<file path="src/rtl/psum_deskew_acc.sv">
// Output stage of the weight-stationary systolic array: realigns the skewed row
// partial sums, accumulates them across K-tiles and queues finished vectors.
module psum_deskew_acc #(
    parameter int ROWS       = 8,
    parameter int PSUM_BW    = 19,
    parameter int ACC_BW     = 24,
    parameter int VEC_CNT    = 8,
    parameter int FIFO_DEPTH = 4
) (
    input  logic                      clk,
    input  logic                      rst,
    input  logic [ROWS*PSUM_BW-1:0]   psum_in,
    input  logic                      psum_valid,
    input  logic                      tile_first,
    input  logic                      tile_last,
    output logic [ROWS*ACC_BW-1:0]    out_data,
    output logic                      out_valid,
    input  logic                      out_ready,
    output logic                      ovf,
    output logic                      busy
);

    localparam int STG   = ROWS - 1;
    localparam int PTR_W = (VEC_CNT > 1) ? $clog2(VEC_CNT) : 1;
    localparam int FP_W  = (FIFO_DEPTH > 1) ? $clog2(FIFO_DEPTH) : 1;
    localparam int CNT_W = $clog2(FIFO_DEPTH + 1);

    logic [STG-1:0] vld_q, vld_d, fst_q, fst_d, lst_q, lst_d;
    logic [ROWS-1:0][PSUM_BW-1:0] lane_s;
    logic [ROWS-1:0][ACC_BW-1:0]  sum_s;
    logic [ROWS-1:0][ACC_BW-1:0]  acc_q [VEC_CNT];
    logic [PTR_W-1:0] ptr_q, ptr_d;

    logic [ROWS*ACC_BW-1:0] mem_q [FIFO_DEPTH];
    logic [FP_W-1:0]  wr_q, wr_d, rd_q, rd_d;
    logic [CNT_W-1:0] cnt_q, cnt_d;
    logic             out_valid_q, busy_q, ovf_q, ovf_d;
    logic             algn_vld_s, algn_fst_s, algn_lst_s;
    logic             push_s, pop_s, full_s, wr_en_s, drop_s;

    function automatic logic [FP_W-1:0] fifo_inc(input logic [FP_W-1:0] p);
        logic [FP_W-1:0] n;
        if (p == FP_W'(FIFO_DEPTH - 1)) begin
            n = {FP_W{1'b0}};
        end else begin
            n = p + FP_W'(1);
        end
        return n;
    endfunction

    // Lane r waits ROWS-1-r cycles so every lane lines up with the last row.
    for (genvar r = 0; r < ROWS; r++) begin : g_lane
        localparam int D = ROWS - 1 - r;
        if (D == 0) begin : g_direct
            assign lane_s[r] = psum_in[r*PSUM_BW +: PSUM_BW];
        end else begin : g_dly
            logic [PSUM_BW-1:0] sr_q [D];
            // Per-lane skew shift register
            always_ff @(posedge clk or posedge rst) begin
                if (rst) begin
                    for (int i = 0; i < D; i++) sr_q[i] <= '0;
                end else begin
                    sr_q[0] <= psum_in[r*PSUM_BW +: PSUM_BW];
                    for (int i = 1; i < D; i++) sr_q[i] <= sr_q[i-1];
                end
            end
            assign lane_s[r] = sr_q[D-1];
        end
    end

    assign algn_vld_s = vld_q[STG-1];
    assign algn_fst_s = fst_q[STG-1];
    assign algn_lst_s = lst_q[STG-1];

    // Control shift, accumulation sum and accumulator pointer next state
    always_comb begin
        vld_d = {vld_q[STG-2:0], psum_valid};
        fst_d = {fst_q[STG-2:0], tile_first};
        lst_d = {lst_q[STG-2:0], tile_last};
        for (int r = 0; r < ROWS; r++) begin
            sum_s[r] = (algn_fst_s ? {ACC_BW{1'b0}} : acc_q[ptr_q][r])
                     + {{(ACC_BW-PSUM_BW){lane_s[r][PSUM_BW-1]}}, lane_s[r]};
        end
        if (!algn_vld_s) begin
            ptr_d = ptr_q;
        end else if (ptr_q == PTR_W'(VEC_CNT - 1)) begin
            ptr_d = {PTR_W{1'b0}};
        end else begin
            ptr_d = ptr_q + PTR_W'(1);
        end
    end

    // FIFO control; a full push is only dropped when no pop frees a slot
    always_comb begin
        push_s  = algn_vld_s && algn_lst_s;
        pop_s   = (cnt_q != {CNT_W{1'b0}}) && out_ready;
        full_s  = (cnt_q == CNT_W'(FIFO_DEPTH));
        wr_en_s = push_s && (!full_s || pop_s);
        drop_s  = push_s && full_s && !pop_s;
        ovf_d   = ovf_q || drop_s;
        wr_d    = wr_en_s ? fifo_inc(wr_q) : wr_q;
        rd_d    = pop_s ? fifo_inc(rd_q) : rd_q;
        case ({wr_en_s, pop_s})
            2'b10:   cnt_d = cnt_q + CNT_W'(1);
            2'b01:   cnt_d = cnt_q - CNT_W'(1);
            default: cnt_d = cnt_q;
        endcase
    end

    // Accumulator bank; tile_first defines contents so no reset is needed
    always_ff @(posedge clk) begin
        if (algn_vld_s) acc_q[ptr_q] <= sum_s;
    end

    // Pipeline control, pointer, FIFO and status registers
    always_ff @(posedge clk or posedge rst) begin
        if (rst) begin
            vld_q       <= '0;
            fst_q       <= '0;
            lst_q       <= '0;
            ptr_q       <= '0;
            wr_q        <= '0;
            rd_q        <= '0;
            cnt_q       <= '0;
            out_valid_q <= 1'b0;
            busy_q      <= 1'b0;
            ovf_q       <= 1'b0;
            for (int i = 0; i < FIFO_DEPTH; i++) mem_q[i] <= '0;
        end else begin
            vld_q       <= vld_d;
            fst_q       <= fst_d;
            lst_q       <= lst_d;
            ptr_q       <= ptr_d;
            wr_q        <= wr_d;
            rd_q        <= rd_d;
            cnt_q       <= cnt_d;
            out_valid_q <= (cnt_d != {CNT_W{1'b0}});
            busy_q      <= (|vld_d) || (cnt_d != {CNT_W{1'b0}});
            ovf_q       <= ovf_d;
            if (wr_en_s) mem_q[wr_q] <= sum_s;
        end
    end

    assign out_data  = mem_q[rd_q];
    assign out_valid = out_valid_q;
    assign busy      = busy_q;
    assign ovf       = ovf_q;

endmodule
</file>
<file path="config.mk">
export PLATFORM = sky130hd
export DESIGN_NAME = psum_deskew_acc
export DESIGN_NICKNAME = d
export VERILOG_FILES = /design/src/rtl/psum_deskew_acc.sv
export SDC_FILE = /design/constraint.sdc
export NUM_CORES = 2
export LEC_CHECK = 0
export BUFFER_PORTS_ARGS = -buffer_cell sky130_fd_sc_hd__buf_2
export CAP_MARGIN = 15
export CORE_ASPECT_RATIO = 1.25
export CORE_MARGIN = 2
export CORE_UTILIZATION = 45
export DETAILED_ROUTE_END_ITERATION = 8
export GPL_TIMING_DRIVEN = 0
export SKIP_LAST_GASP = 1
export SLEW_MARGIN = 20
export SYNTH_ARGS = -nofsm -noshare
export SYNTH_HDL_FRONTEND = slang
export SYNTH_SLANG_ARGS = --single-unit
export TNS_END_PERCENT = 100
</file>
<file path="constraint.sdc">
create_clock -name clk -period 90.6 [get_ports clk]
set_input_delay 22.65 -clock clk [delete_from_list [all_inputs] [get_ports clk]]
set_output_delay 22.65 -clock clk [all_outputs]
set_load 0.02 [all_outputs]
</file>
==> impl_results.md <==
- Status: finished, final reports clean
- Maximum root-to-sink buffer count: 4
- Fmax: 0.03726 GHz
- Design area: 0.1327 sq mm
- FF+latch area: 0.07951 sq mm
- Root Driver: clkbuf_16
- Chip Width: 454.2 um
- Via count: 61850
- Slew HR: 21.35%
- Synth unique cells: 85
- Setup TNS Final: 0 ps
- Post-layout min period: 26840 ps
- Pre-CTS setup slack: 63980 ps
- Avg Cell Area, Syn: 17.43 sq um
- Layout cells sized above 1: 28.55%
- Synth area leader: edfxtp_1
- Initial DRC count: 5788
- Placeable core area: 0.2521 sq mm
- Flop2flop setup slack: 83490 ps
- Synth Flop Type: edfxtp_1
- Largest net degree at the start of global routing: 113
- Most frequent cell after synthesis: edfxtp_1
- CTS Buf Count: 300
- Crit path DAT: 4190 ps
- MaxCap Viol Count: 0
- Cell Pwr Density: 38.75 mW/mm^2
- Layout Area Growth over Synthesis: 16.38%
- Top cells by area, synth: edfxtp_1, dfrtp_1, mux4_2
- CP Max Fanout: 10
- Initial antenna violation count: 35
- CTS tree: built
- Final GP Congestion: 0.8375
- Hold WC Path Type: reg -> reg
- Cell Rows: 206
- Total Nets Final: 7716
- Layout Skew: 37.76 ps
- Crit path required time: 67950 ps
- Crit share post-route: 29.63%
- Cell Area, Synth: 0.1140 sq mm
- EDFF count, synth: 1536
- Remaining global-route overflow: 0
- Setup Viol. Count Final: 0
- H-tree Lvls: 5
- Synth async-reset ratio: 46.48%
- Critical Path Sink Type: primary output
- Seq/Total Area, Yosys: 69.74%
- Post-cts repair resize count: 0
- First-pass GRT wire length: 427.7 mm
- Cells after Synth: 6539
- Total GRT Usage: 22.56%
- Post-CTS setup buffer count: 0
- Final WS setup: 63760 ps
- Initial Util: 45.23%
- Peak VDD IR: 0.00002027 V
- Top cells by count, synth: edfxtp_1, dfrtp_1, mux4_2
- Vias in the first global route: 64670
- Number of synthesized register bits: 2870
- Worst-skew pair later-pin latency: 880 ps
- Placed Area: 0.1229 sq mm
- Die ar.: 0.2574 sq mm
- Startpoint Class: register
- DRC: 0
- Final hold vios: 0
- Routed wire length: 290.2 mm
- Post-DP HPWL: 201.0 mm
- Chip Height: 566.7 um
- Slew Viols, Final: 0
- First-pass iteration count of the detailed router: 6
- Post-DR wirelength/cell: 26.52 um
- Post-synthesis net count: 6898
- Routed vias/inst: 5.652
- Boundary Pins: 353
- RSZ-0062 raised after global routing: false
- Top cell type's share of synthesized area: 40.46%
- Port-buffer cells: 352
- Warning count from the yosys run: 0
- Clk slew on worst S/H paths: 60 ps
- Clock sink total: 2870
- Pleak: 51.61 nW
- Worst slew pin tran: 1180 ps
- Type of the worst setup path: reg -> out
- Hold-fix buffers at CTS: 0
- Routed Antenna Nets: 0
- Fillcell total: 20450
- Area of the multi-input gates: 0.03292 sq mm
[stage by stage]
step                utilization, %  hold slack [ps]  power [W]  cells
finish                       52.64            336.8   0.005141  10940
global route                 52.63            348.9   0.005401  10930
CTS                          52.61            339.3   0.005191  10930
detailed placement           48.76            334.7   0.003963  10380
global placement             47.58            332.4   0.003934  10220
floorplan                        -            331.2   0.003286   6539
[critical path, cell delays in order (launching register included)]
cell,delay (ps)
dfrtp_1,340
clkbuf_1,330
clkbuf_1,830
buf_1,840
mux4_2,750
buf_2,220
[layer usage]
metal	routed length [um]	share of wire, %	global-route usage [%]	vias to the layer above
met4	8738	3.0	6.945	4
met1	119200	41	30.43	32920
met3	16220	5.6	2.994	423
li1	-	-	-	26670
met2	146100	50	38.13	1834
met5	21	0.0072	0	-
[kinds of logic after synthesis]
family,share of synthesized area (%)
fa+ha+maj,2.265
xor+xnor,1.333
simple gates,3.063
mux,17.91
flops,69.74
buf+inv,1.463
compound gates,4.222
[cells in the final DEF (no fill, tap or decap), types with 18 or more instances in the layout]
master,n
a21o_1,78
a21oi_1,148
a31oi_1,38
buf_1,40
buf_12,41
buf_16,52
buf_2,427
buf_4,51
clkbuf_1,262
clkbuf_16,314
clkbuf_2,22
clkbuf_8,33
clkinv_2,44
dfrtp_1,1334
edfxtp_1,1536
ha_1,192
inv_1,110
mux2_2,481
mux2i_1,195
mux4_2,576
nand2_1,390
nand2b_1,18
nand3_1,37
nand4_1,25
nor2_1,284
nor3_1,18
o21ai_0,334
o21ai_1,26
o21bai_1,19
xnor2_1,98
xor2_1,66
[final cells by class]
cell class              count  share of cell area [%]
plain buffers             310                  0.9685
well taps                3328                   3.138
diodes                     13                 0.02452
inverters                 111                  0.3197
repair buffers            516                   3.495
flip-flops and latches   2870                   59.92
clock buffers             436                   6.516
clock inverters           112                  0.8044
multi-input cells        3248                   24.81
[where the power goes]
group          total (W)  leakage (nW)  internal (W)  switching [W]
clock network    0.00122          4.76      0.000703       0.000514
registers        0.00202          30.0       0.00191       0.000111
logic            0.00191          16.9      0.000719        0.00119
[final timing paths]
check / cells past startpoint / end / start
setup / recovery: 5 / out_data[42] / rd_q[0]$_DFFE_PP0P_
hold / removal: 0 / g_lane[2].g_dly.sr_q[26]$_DFF_PP0_ / g_lane[2].g_dly.sr_q[45]$_DFF_PP0_
setup reg to reg: 17 / acc_q[0][22]$_DFFE_PP_ / ptr_q[2]$_DFFE_PP0P_
hold reg to reg: 0 / g_lane[2].g_dly.sr_q[26]$_DFF_PP0_ / g_lane[2].g_dly.sr_q[45]$_DFF_PP0_
max in group asynchronous: 6 / g_lane[0].g_dly.sr_q[35]$_DFF_PP0_ / rst
min in group asynchronous: 2 / g_lane[4].g_dly.sr_q[51]$_DFF_PP0_ / rst
[registers in the layout, indices dropped and copies added, names as in the netlist]
signal             count
rd_q                   2
out_valid              1
mem_q                768
vld_q                  7
ptr_q                  3
wr_q                   2
g_lane.g_dly.sr_q    532
cnt_q                  3
acc_q               1536
fst_q                  7
lst_q                  7
busy                   1
ovf                    1
Power figures use the tool's default switching activity.
